`src/rtl/fetch_unit.sv`:
```
// Instruction-fetch front end: owns the PC, keeps one imem request in flight,
// and presents the returned word to IF/ID (ZERO_WORD whenever nothing valid is held).
`ifndef WORD_WIDTH
`define WORD_WIDTH 32
`endif

module fetch_unit #(
    parameter logic [`WORD_WIDTH-1:0] RESET_PC = 32'h0000_0000,
    parameter logic [`WORD_WIDTH-1:0] PC_STEP  = 32'd4
) (
    input  logic                   clk,
    input  logic                   rst,
    input  logic                   stallF,
    input  logic                   redirect,
    input  logic [`WORD_WIDTH-1:0] redirect_pc,
    output logic                   imem_req,
    output logic [`WORD_WIDTH-1:0] imem_addr,
    input  logic                   imem_rvalid,
    input  logic [`WORD_WIDTH-1:0] imem_rdata,
    output logic [`WORD_WIDTH-1:0] instrF,
    output logic [`WORD_WIDTH-1:0] pcF,
    output logic                   instr_validF,
    output logic                   fetch_bubble
);

    localparam logic [`WORD_WIDTH-1:0] ZERO_WORD = '0;

    localparam logic [2:0] S_IDLE    = 3'd0;
    localparam logic [2:0] S_ISSUE   = 3'd1;
    localparam logic [2:0] S_WAIT    = 3'd2;
    localparam logic [2:0] S_PRESENT = 3'd3;
    localparam logic [2:0] S_DROP    = 3'd4;

    logic [2:0]             r_state;
    logic [2:0]             w_state_nxt;
    logic [`WORD_WIDTH-1:0] r_pc;
    logic [`WORD_WIDTH-1:0] w_pc_nxt;
    logic [`WORD_WIDTH-1:0] r_instr;
    logic [`WORD_WIDTH-1:0] w_instr_nxt;
    logic [`WORD_WIDTH-1:0] r_pcF;
    logic [`WORD_WIDTH-1:0] w_pcF_nxt;
    logic                   r_vld;
    logic                   w_vld_nxt;
    logic [`WORD_WIDTH-1:0] w_redir_pc;
    logic [`WORD_WIDTH-1:0] w_pc_inc;
    logic                   w_unused;

    // Targets are always word-aligned; the low address bits are dropped.
    assign w_redir_pc = {redirect_pc[`WORD_WIDTH-1:2], 2'b00};
    assign w_unused   = ^redirect_pc[1:0];
    assign w_pc_inc   = r_pc + PC_STEP;

    always_comb begin
        w_state_nxt = r_state;
        w_pc_nxt    = r_pc;
        w_instr_nxt = r_instr;
        w_pcF_nxt   = r_pcF;
        w_vld_nxt   = r_vld;
        case (r_state)
            S_IDLE: begin
                if (redirect) w_pc_nxt = w_redir_pc;
                w_state_nxt = S_ISSUE;
            end
            S_ISSUE: begin
                if (redirect) begin
                    w_pc_nxt    = w_redir_pc;
                    w_state_nxt = S_DROP;
                end else begin
                    w_state_nxt = S_WAIT;
                end
            end
            S_WAIT: begin
                if (redirect) begin
                    // A response arriving alongside the redirect retires the old request.
                    w_pc_nxt    = w_redir_pc;
                    w_state_nxt = imem_rvalid ? S_ISSUE : S_DROP;
                end else if (imem_rvalid) begin
                    w_instr_nxt = imem_rdata;
                    w_pcF_nxt   = r_pc;
                    w_vld_nxt   = 1'b1;
                    w_state_nxt = S_PRESENT;
                end
            end
            S_PRESENT: begin
                if (redirect) begin
                    w_instr_nxt = ZERO_WORD;
                    w_vld_nxt   = 1'b0;
                    w_pc_nxt    = w_redir_pc;
                    w_state_nxt = S_ISSUE;
                end else if (!stallF) begin
                    w_instr_nxt = ZERO_WORD;
                    w_vld_nxt   = 1'b0;
                    w_pc_nxt    = w_pc_inc;
                    w_state_nxt = S_ISSUE;
                end
            end
            S_DROP: begin
                if (redirect) w_pc_nxt = w_redir_pc;
                if (imem_rvalid) w_state_nxt = S_ISSUE;
            end
            default: begin
                w_state_nxt = S_IDLE;
            end
        endcase
    end

    always_ff @(posedge clk) begin
        if (!rst) begin
            r_state <= S_IDLE;
            r_pc    <= RESET_PC;
            r_instr <= ZERO_WORD;
            r_pcF   <= '0;
            r_vld   <= 1'b0;
        end else begin
            r_state <= w_state_nxt;
            r_pc    <= w_pc_nxt;
            r_instr <= w_instr_nxt;
            r_pcF   <= w_pcF_nxt;
            r_vld   <= w_vld_nxt;
        end
    end

    assign imem_req     = (r_state == S_ISSUE);
    assign imem_addr    = r_pc;
    assign instrF       = r_instr;
    assign pcF          = r_pcF;
    assign instr_validF = r_vld;
    assign fetch_bubble = ~r_vld;

endmodule

```
`config.mk`:
```
export PLATFORM = sky130hd
export DESIGN_NAME = fetch_unit
export DESIGN_NICKNAME = d
export VERILOG_FILES = /design/src/rtl/fetch_unit.sv
export SDC_FILE = /design/constraint.sdc
export NUM_CORES = 1
export LEC_CHECK = 0
export ABC_AREA = 1
export CAP_MARGIN = 20
export CORE_UTILIZATION = 40
export DETAILED_ROUTE_END_ITERATION = 7
export HOLD_SLACK_MARGIN = 0.03
export PLACE_DENSITY = 0.73
export SYNTH_ARGS = -nofsm -noshare
export SYNTH_HDL_FRONTEND = slang
export SYNTH_SLANG_ARGS = --single-unit
```
`constraint.sdc`:
```
create_clock -name clk -period 2 [get_ports clk]
set_clock_uncertainty 0.1 [all_clocks]
set_input_delay 0.6 -clock clk [delete_from_list [all_inputs] [get_ports clk]]
set_output_delay 0.6 -clock clk [all_outputs]
set_load 0.02 [all_outputs]
```
# Word level (Yosys, flattened, before mapping)

Index checks and enable logic that the tools add are counted.
Widths: inputs -> output; s select.

RAM bits: 0
Bits in latches: 0
Memories kept: 0
Output and inout bits: 99
Memory bits (read-only): 0
Bits of input ports: 69
Logic and storage cells: 48
Flip-flop bits (word level): 100

Magnitude comparators: 0
$add $sub $neg: 1
Bitwise operators: 2
Reductions and logical operators: 8
$mul: 0
Mux-type cells: 22
Shift-type cells: 0
Divide/modulo/power cells: 0
Equal/unequal tests: 10

Operator list:

| operator              | number |
|---|---|
| $mux 32               | 7 |
| $pmux 32 s2           | 2 |
| $add 32x3->32 const B | 1 |
| $mux 3                | 7 |
| $pmux 3 s5            | 1 |
| $reduce_and 3->1      | 3 |
| $eq 3x2->1 const B    | 2 |
| $ne 2x2->1 const B    | 3 |
| $ne 3x3->1 const B    | 2 |
| $mux 1                | 4 |
| $reduce_and 4->1      | 1 |
| $reduce_bool 2->1     | 2 |
| $reduce_or 4->1       | 1 |
| $eq 3x1->1 const B    | 1 |
| $eq 3x3->1 const B    | 1 |
| $logic_not 3->1       | 1 |
| $ne 2x1->1 const B    | 1 |
| $not 1->1             | 2 |
| $pmux 1 s2            | 1 |

# Logic depth before layout (Yosys ltp)

Gate-level depths: netlist of the first run.

Depth after elaboration: 4
Gate-level depth with buffers: 11
Gate-level depth less buffers: 10

# Least setup slack after synthesis of the first run

Ideal clock, no wire load.

Path kind: register to register
Start: reg r_pc[3], in the netlist imem_addr[3]
End: reg r_pc[24], in the netlist imem_addr[24]
Setup time: 0.134 ns
Data required time: 1.766 ns
Slack: 0.298 ns
Cell stages (with the launch flop): 11
Arrival time: 1.468 ns
Cells stage by stage: dfxtp_1 > ha_1 > nand2_1 > nor2_4 > nand2_1 > nor2_1 > nand2_1 > nand2_1 > nand3_1 > nand2_1 > a21oi_1

Longest elaborated chain between the ends: 4

RTL lines:

| element                | line | text |
|---|---|---|
| start, declared        | 36   | `` logic [`WORD_WIDTH-1:0] r_pc; `` |
| start signal, assigned | 116  | `r_pc <= w_pc_nxt;` |
| $add 32x3->32          | 51   | `assign w_pc_inc = r_pc + PC_STEP;` |
| $mux 32                | 90   | `end else if (!stallF) begin` |
| $mux 32                | 85   | `if (redirect) begin` |
| $pmux 32 s2            | 59   | `case (r_state)` |

Every way passes these cells. The select of a mux whose other input is x is not followed.
A chain may end at the register's enable or synchronous reset.

# Worst setup path in the final report of the first run

Start: reg r_pcF[30], in the netlist pcF[30]
End: out pcF[30]

RTL lines:

| element                | line | text |
|---|---|---|
| start, declared        | 40   | `` logic [`WORD_WIDTH-1:0] r_pcF; `` |
| start signal, assigned | 118  | `r_pcF <= w_pcF_nxt;` |
| end, declared          | 21   | `` output logic [`WORD_WIDTH-1:0] pcF, `` |

No word-level cell between the ends.

==> results.py, run 1 <==
metrics = {
    "sta": {
        "timing.final.crit_share_pct": 98.6,
        "finalSetupViolCount": 0,
        "slew_viol_final": 0,
        "fin_ws_ns": 0.0270,
        "rsz0062_at_grt": "false",
        "fmax_mhz": 507,
        "min_period_ns": 1.97,
        "final_hold_viol_count": 0,
    },
    "cts": {
        "ctsRootBufferMaster": "clkbuf_16",
        "ctsLongestPathBuffers": 2,
        "cts_tree": "yes",
        "clk_pin_slew_ns": 0.07,
        "cts.htree.levels": 3,
        "insertion_delay_ns": 0.35,
        "clock-sinks": 96,
        "cts_inserted_buffers": 9,
    },
    "floorplanning": {
        "coreArea_um2": 11400,
        "die-area_um2": 12100,
        "ios": 168,
        "fp.dieH_um": 110,
        "die_w_um": 110,
        "rows": 39,
        "initial_core_util_pct": 41.0,
    },
    "critical_path": {
        "worstPathCellList": "clkdlybuf4s50_1",
        "critPathMaxFanout": 2,
        "critPathLaunch": "pcF[30]",
        "required_ns": 1.30,
        "path_class": "flip-flop to output pin",
        "critPathTopFamily": "buffers and inverters",
        "endpoint_kind": "output pin",
        "worst-path-buf-inv": 1,
        "cpMaxStageDelayCell": "clkdlybuf4s50_1",
        "cp-start-kind": "flip-flop",
        "reg2reg_from": "imem_addr[3]",
        "crit_arrival_ns": 1.27,
        "crit_path_max_incr_delay_ns": 0.60,
    },
    "logic_synthesis": {
        "synth_area_per_cell_um2": 6.70,
        "synth_edf_count": 0,
        "synth.top_cell.area_share_pct": 41.1,
        "async_flop_share_pct": 0,
        "ys_top_cells_by_count": "nand2_1 (207), nor2_1 (100), dfxtp_1 (96)",
        "synth_top_area_cell": "dfxtp_1",
        "yosysMostFrequentCell": "nand2_1",
        "netlist_area_um2": 4680,
        "synth_ff_type": "dfxtp_1",
        "yosys.cell_types.count": 35,
        "synthCells": 699,
        "ys_seq_elements": 96,
        "yosysWarnings": 0,
        "ys_top_cells_by_area": "dfxtp_1 (41%), nand2_1 (17%), a21oi_1 (9.6%), nor2_1 (8.0%), o21ai_0 (4.7%)",
        "ys_seq_area_share_pct": 41.1,
    },
    "drt": {
        "postRouteAntennaNets": 0,
        "drcViolationCount": 0,
        "drt_iter0_drc": 317,
        "wire_per_inst_um": 14.7,
        "num_vias": 5131,
        "vias_per_cell": 5.01,
        "dr.pass1.iters": 5,
        "postRouteWirelength_um": 15100,
    },
    "global_routing": {
        "grt_pass1_wl_um": 22800,
        "grt_max_degree": 36,
        "grt-ovfl-total": 0,
        "antenna_found_initial": 0,
        "grt_pass1_vias": 4682,
        "track_usage_pct": 24.6,
    },
    "power": {
        "power_w": 0.00490,
        "leakagePower_nw": 3.38,
        "vdd_ir_drop_max_mv": 0.384,
        "powerDensity_nw_per_um2": 695,
    },
    "final_layout": {
        "drive_above_1_share_pct": 9.64,
        "diodes": 0,
        "fin_nets": 947,
        "utilization_pct": 61.7,
        "area_growth_pct": 50.5,
    },
    "min_path": {
        "min-delay-start": "instrF[15]",
        "hp-class": "flip-flop to flip-flop",
    },
    "flow_run": {
        "drv_cap": 0,
    },
    "placed_design": {
        "place_ws_ns": -0.269,
        "io_buffers": 161,
        "dpl.hpwl_um": 11100,
        "gp_congestion": 0.914,
    },
    "status": {
        "status": "finished, final reports clean",
    },
}
[report_power, final]
group          internal, W  switching [W]  total, W
clock network      0.00101       0.000763   0.00178
registers          0.00201      0.0000871   0.00209
logic             0.000456       0.000568   0.00102
total              0.00348        0.00142   0.00490
[what timing repair did]
| item | in CTS | in global routing |
|---|---|---|
| buffers inserted | 0 | 2 |
| pin swaps | 0 | 1 |
| hold buffers | 0 | 0 |
| setup endpoints to repair | 63 | 44 |
| gates cloned | 0 | 1 |
| hold endpoints to repair | 0 | 0 |
| gates resized for setup | 64 | 35 |
[through the flow]
step | setup TNS [ns] | instance area, µm² | hold WS (ns) | instances
3_5_place_dp | -17.73 | 6680 | 0.351 | 1006
3_3_place_gp | -15.98 | 6680 | 0.347 | 1006
6_report | 0 | 7040 | 0.357 | 1025
2_1_floorplan | 0 | 4690 | 0.411 | 702
4_1_cts | 0 | 6910 | 0.362 | 1022
5_1_grt | 0 | 7040 | 0.371 | 1025
[path summary, 6_finish.rpt]
kind	depth (start not counted)	slack [ns]	to
min	2	0.36	instrF[15]
max	1	0.03	pcF[30]
min reg2reg	2	0.36	instrF[15]
max reg2reg	9	0.20	imem_addr[24]
[layout make-up]
type | instances | area (µm²)
Fill cell | 1057 | 4370
Clock buffer | 11 | 243
Multi-Input combinational cell | 523 | 2370
Tap cell | 143 | 179
Sequential cell | 96 | 1920
Timing Repair Buffer | 202 | 2090
Clock inverter | 5 | 63.8
Inverter | 45 | 174
[placed cells by master (no fill, tap or decap), types with 2 or more instances in the layout]
cell             netlist  layout
conb_1                 1       4
nand3_4                2       2
nand2_1              207     207
nor2_4                 4       4
buf_4                  7      27
dfxtp_1               96      95
o21ai_1                6       6
nand3_1               37      37
xor2_1                 3       3
nor2_2                 4       5
dlymetal6s2s_1         0      30
clkdlybuf4s50_1        0      68
clkbuf_16              0      10
o211ai_1               3       3
dlygate4sd2_1          0      62
clkinv_4               0       2
a21oi_1               90      90
inv_4                  1       2
nand3b_1               2       2
inv_1                 39      39
inv_2                  4       3
buf_12                 0      13
o21ai_0               44      44
nand2_2                6       6
nor2_1               100      99
[flip-flops by register name (all words and copies together) (netlist names)]
name	count
instr_validF	1
r_state	3
imem_addr	30
pcF	30
instrF	32
[kinds of logic (layout without fill, tap and decap cells)]
family / after synthesis / after routing / synth area share (%)
AND/OR/NAND/NOR: 368 / 368 / 33.0
AO/OA/AOI/OAI: 146 / 146 / 16.1
flip-flops: 96 / 96 / 41.1
buffers and inverters: 83 / 263 / 8.79
XOR/XNOR: 4 / 4 / 0.749
adder cells (fa/ha/maj): 1 / 1 / 0.267
other: 1 / 4 / 0.0801
[per-layer routing]
metal | global-route usage (%) | share of wire [%] | up-vias
met2 | 39.8 | 47 | 153
met4 | 12.4 | 3.1 | 0
met5 | 0 | 0 | -
met1 | 31.8 | 45 | 2357
li1 | - | - | 2590
met3 | 4.00 | 5.2 | 31
Note: power is estimated with default switching activity, not from simulation.
==> run 2: changes to the inputs <==
==> constraint.sdc (replaced) <==
create_clock -name clk -period 2 [get_ports clk]
set_clock_uncertainty 0.1 [all_clocks]
set_input_delay 0.6 -clock clk [delete_from_list [all_inputs] [get_ports clk]]
set_output_delay 0.6 -clock clk [all_outputs]
set_load 0.1 [all_outputs]
==> results.py, run 2 (synthesized netlist as in run 1, its figures left out) <==
metrics = {
    "final_layout": {
        "stdcell_area_um2": 7710,
        "largest_reg_flops": 32,
        "multi_input_area_um2": 2360,
        "final_common_cell": "nand2_1",
        "fin_nets": 920,
        "diodes": 0,
        "area_growth_pct": 64.8,
        "drive_above_1_share_pct": 20.7,
        "utilization_pct": 67.5,
        "layout_common_cells": "nand2_1 (207), buf_12 (103), nor2_1 (99)",
        "ff_latch_area_um2": 1950,
        "fill_cells": 974,
    },
    "critical_path": {
        "path_class": "flip-flop to output pin",
        "r2r_setup_slack_ns": 0.20,
        "cp-start-kind": "flip-flop",
        "endpoint_kind": "output pin",
        "reg2reg_from": "imem_addr[3]",
        "reg2reg_to": "imem_addr[22]",
        "crit_arrival_ns": 1.23,
        "critPathMaxFanout": 4,
        "ff2ff_path_depth": 9,
        "required_ns": 1.30,
    },
    "cts": {
        "cts_inserted_buffers": 9,
        "cts_resized": 0,
        "cts.htree.levels": 3,
        "insertion_delay_ns": 0.35,
        "ctsRootBufferMaster": "clkbuf_16",
        "clock-sinks": 96,
        "post_cts_buffers": 0,
        "clk_pin_slew_ns": 0.07,
        "ctsLongestPathBuffers": 2,
        "cts_hold_buf": 0,
        "cts_tree": "yes",
    },
    "floorplanning": {
        "rows": 39,
        "die-area_um2": 12100,
        "die_w_um": 110,
        "coreArea_um2": 11400,
        "fp.dieH_um": 110,
        "initial_core_util_pct": 41.0,
        "ios": 168,
    },
    "global_routing": {
        "grt-ovfl-total": 0,
        "track_usage_pct": 25.3,
        "antenna_found_initial": 0,
        "grt_max_degree": 62,
        "grt_pass1_wl_um": 23300,
        "grt_pass1_vias": 4741,
    },
    "sta": {
        "rsz0062_at_grt": "false",
        "whs_ns": 0.399,
        "fin_ws_ns": 0.0686,
        "fmax_mhz": 518,
        "timing.final.crit_share_pct": 96.6,
        "min_period_ns": 1.93,
        "finalSetupViolCount": 0,
        "slew_viol_final": 0,
        "final_hold_viol_count": 0,
    },
    "power": {
        "vdd_ir_drop_max_mv": 0.508,
        "power_w": 0.00555,
        "powerDensity_nw_per_um2": 719,
        "leakagePower_nw": 2.88,
    },
    "drt": {
        "num_vias": 5138,
        "postRouteWirelength_um": 15100,
        "vias_per_cell": 5.15,
        "drt_iter0_drc": 365,
        "postRouteAntennaNets": 0,
        "drcViolationCount": 0,
        "wire_per_inst_um": 15.1,
        "dr.pass1.iters": 5,
    },
    "placed_design": {
        "place_area_um2": 7430,
        "dpl.hpwl_um": 11100,
        "place_ws_ns": -0.272,
        "gp_congestion": 0.974,
        "io_buffers": 161,
    },
    "min_path": {
        "whs_path_depth": 2,
        "min-delay-start": "instrF[31]",
        "worstHoldEndpoint": "instrF[31]",
        "hp-class": "flip-flop to flip-flop",
    },
    "status": {
        "status": "finished, final reports clean",
    },
    "flow_run": {
        "drv_cap": 0,
    },
}
[run 2: cell types whose count changed in the layout (fill, tap and decap cells not counted), moves of 3 or more]
| cell | delta |
|---|---|
| dfxtp_2 | +24 |
| buf_4 | -21 |
| clkinv_2 | +3 |
| dlygate4sd2_1 | -62 |
| dlymetal6s2s_1 | -30 |
| buf_12 | +90 |
| dfxtp_1 | -24 |
[run 2: area by class of cell]
cell class,count,share of cell area [%]
flip-flops and latches,96,25.3
repair buffers,175,35.9
multi-input cells,523,30.6
inverters,45,2.30
well taps,143,2.32
clock buffers,11,3.15
clock inverters,5,0.406
[run 2: critical path, cell delays in order, from the launching register on]
cell     delay [ns]
dfxtp_1        0.43
inv_2          0.08
nand3_1        0.13
inv_1          0.08
buf_12         0.17
[run 2: stage by stage]
stage | TNS, ns | instances
after floorplan | 0 | 702
after global placement | -15.37 | 982
after detailed placement | -19.56 | 982
after CTS | 0 | 998
after global routing | 0 | 998
final | 0 | 998
[run 2: report_power, final]
part	internal [W]	leakage, nW	total (W)	switching (W)
logic	0.000635	1.95	0.00174	0.00111
registers	0.00202	0.789	0.00219	0.000170
clock network	0.000876	0.136	0.00161	0.000738
total	0.00353	2.88	0.00555	0.00202
[run 2: how the worst max path moves through the flow]
| stage | from | endpoint | slack (ns) | cells past startpoint |
|---|---|---|---|---|
| floorplan | imem_addr[24] | imem_addr[29] | 0.009 | 9 |
| global placement | redirect | imem_addr[22] | -0.23 | 8 |
| detailed placement | redirect | imem_addr[22] | -0.27 | 8 |
| CTS | r_state[2] | imem_req | 0.02 | 4 |
| global route | redirect | imem_addr[20] | 0.005 | 9 |
| finish | r_state[1] | imem_req | 0.07 | 4 |
[run 2: routing by layer]
metal  GRT usage [%]  share of wire, %  up-vias  routed length [µm]
li1                -                 -     2535                   -
met1            32.3                41     2352                6200
met2            41.0                49      215                7380
met3            3.53               6.4       36                 968
met4            14.4               3.5        0                 528
met5               0                 0        -                   0
==> run 3: changes to the inputs <==
--- a/config.mk
+++ b/config.mk
@@ -7,10 +7,10 @@
 export LEC_CHECK = 0
 export ABC_AREA = 1
 export CAP_MARGIN = 20
-export CORE_UTILIZATION = 40
+export CORE_UTILIZATION = 41
 export DETAILED_ROUTE_END_ITERATION = 7
 export HOLD_SLACK_MARGIN = 0.03
-export PLACE_DENSITY = 0.73
+export PLACE_DENSITY = 0.74
 export SYNTH_ARGS = -nofsm -noshare
 export SYNTH_HDL_FRONTEND = slang
 export SYNTH_SLANG_ARGS = --single-unit
==> results.py, run 3 (synthesized netlist as in run 1, its figures left out) <==
metrics = {
    "sta": {
        "timing.final.crit_share_pct": 97.8,
        "setup-tns-final_ns": 0,
        "final_hold_viol_count": 0,
        "min_period_ns": 1.96,
        "fmax_mhz": 511,
        "slew_viol_final": 0,
        "finalSetupViolCount": 0,
    },
    "final_layout": {
        "area_growth_pct": 69.4,
        "drive_above_1_share_pct": 21.9,
        "fin_cells": 1004,
        "ff_latch_area_um2": 1950,
        "largest_reg_flops": 32,
        "diodes": 0,
        "fill_cells": 848,
        "final_common_cell": "nand2_1",
        "layout_common_cells": "nand2_1 (207), buf_12 (104), nor2_1 (100)",
        "fin_nets": 929,
        "stdcell_area_um2": 7930,
        "multi_input_area_um2": 2370,
    },
    "floorplanning": {
        "die-area_um2": 11800,
        "rows": 38,
        "fp.dieH_um": 109,
        "coreArea_um2": 11000,
        "ios": 168,
        "initial_core_util_pct": 42.6,
        "die_w_um": 109,
    },
    "drt": {
        "drcViolationCount": 0,
        "wire_per_inst_um": 16.3,
        "drt_iter0_drc": 339,
        "postRouteWirelength_um": 16400,
        "vias_per_cell": 5.23,
        "postRouteAntennaNets": 0,
        "num_vias": 5249,
        "dr.pass1.iters": 5,
    },
    "power": {
        "vdd_ir_drop_max_mv": 0.444,
        "clock_power_share_pct": 31.1,
        "internal_power_w": 0.00375,
        "leakagePower_nw": 2.99,
        "powerDensity_nw_per_um2": 735,
        "seqPwrFrac_pct": 37.6,
        "power_w": 0.00583,
        "p_sw_w": 0.00208,
        "p_comb_share_pct": 31.3,
        "switching_share_pct": 35.8,
    },
    "placed_design": {
        "dp.cells": 980,
        "place_area_um2": 7420,
        "dpl.hpwl_um": 11100,
        "io_buffers": 161,
        "gp_congestion": 0.909,
    },
    "critical_path": {
        "cpMaxStageDelayCell": "clkdlybuf4s50_1",
        "required_ns": 2.13,
        "critPathTopFamily": "buffers and inverters",
        "path_class": "input port to flip-flop",
        "crit_arrival_ns": 2.09,
        "cp-start-kind": "input port",
        "critPathMaxFanout": 16,
        "endpoint_kind": "flip-flop",
        "worst-path-buf-inv": 4,
        "crit_path_max_incr_delay_ns": 0.53,
        "worstPathCellList": "clkdlybuf4s50_1, inv_1, o21ai_2, o211ai_4, buf_12, clkbuf_16, nand2_1, a21oi_1",
    },
    "global_routing": {
        "antenna_found_initial": 0,
        "track_usage_pct": 25.9,
        "grt_pass1_vias": 4743,
        "grt-ovfl-total": 0,
        "grt_max_degree": 56,
        "grt_pass1_wl_um": 23600,
    },
    "cts": {
        "cts_tree": "yes",
        "cts_hold_buf": 0,
        "insertion_delay_ns": 0.35,
        "ctsLongestPathBuffers": 2,
        "clock-sinks": 96,
        "ctsRootBufferMaster": "clkbuf_16",
        "cts_inserted_buffers": 9,
        "clk_pin_slew_ns": 0.07,
        "cts.htree.levels": 3,
    },
    "min_path": {
        "hp-class": "flip-flop to flip-flop",
    },
    "status": {
        "status": "finished, final reports clean",
    },
    "flow_run": {
        "drv_cap": 0,
    },
}
## run 3: cell types whose count changed in the layout (fill, tap and decap cells not counted), sizes merged
cell	change
inv	+1
buf	+4
dlymetal6s2s	+1
bufinv	+1
clkdlybuf4s50	-1
clkbuf	+5
clkinvlp	+1
clkinv	-3
## run 3: power by group through the flow
stage	Combinational, W	Sequential, W	Clock [W]
5_1_grt	0.00190	0.00220	0.00191
4_1_cts	0.00174	0.00219	0.00183
2_1_floorplan	0.000496	0.00276	0
3_3_place_gp	0.00170	0.00222	0
6_report	0.00182	0.00219	0.00182
3_5_place_dp	0.00173	0.00223	0
## run 3: final timing paths
path / from / end / slack (ns) / cells past startpoint
hold / removal: instrF[15] / instrF[15] / 0.40 / 2
hold reg to reg: instrF[15] / instrF[15] / 0.40 / 2
setup / recovery: imem_rvalid / instrF[31] / 0.04 / 8
setup reg to reg: imem_addr[3] / imem_addr[24] / 0.18 / 10
## run 3: per-stage QoR
step / setup WS [ns] / utilization [%] / hold WS [ns]
final: 0.0440 / 72.2 / 0.397
after global routing: -0.0105 / 72.2 / 0.423
after CTS: 0.0141 / 70.5 / 0.401
after detailed placement: -0.313 / 67.6 / 0.390
after global placement: -0.234 / 67.6 / 0.385
after floorplan: 0.00899 / - / 0.411
## run 3: final cells by class
class	count	area share (%)
Clock buffer	11	3.19
Clock inverter	5	0.789
Inverter	45	2.24
Multi-Input combinational cell	523	29.9
Sequential cell	96	24.6
Tap cell	140	2.21
Timing Repair Buffer	184	37.0
## run 3: worst register-to-register path: cells and delay by family, from the launching register on
kind / cells / cell delay, ns
flip-flops: 1 / 0.40
AO/OA/AOI/OAI: 1 / 0.05
adder cells (fa/ha/maj): 1 / 0.21
AND/OR/NAND/NOR: 8 / 0.97
## run 3: timing repair
item / 4_1_cts / 5_1_grt
endpoints found under the setup margin: 0 / 56
setup buffers: 0 / 3
gates resized for setup: 0 / 6
## run 3: routing by layer
metal,vias to the layer above,global-route usage [%],part of all wire [%],wire length (µm)
met5,-,0,0,0
met4,0,12.6,3.3,533
met3,42,4.60,8.0,1310
met2,266,41.8,47,7730
met1,2389,33.2,41,6780
li1,2552,-,-,-
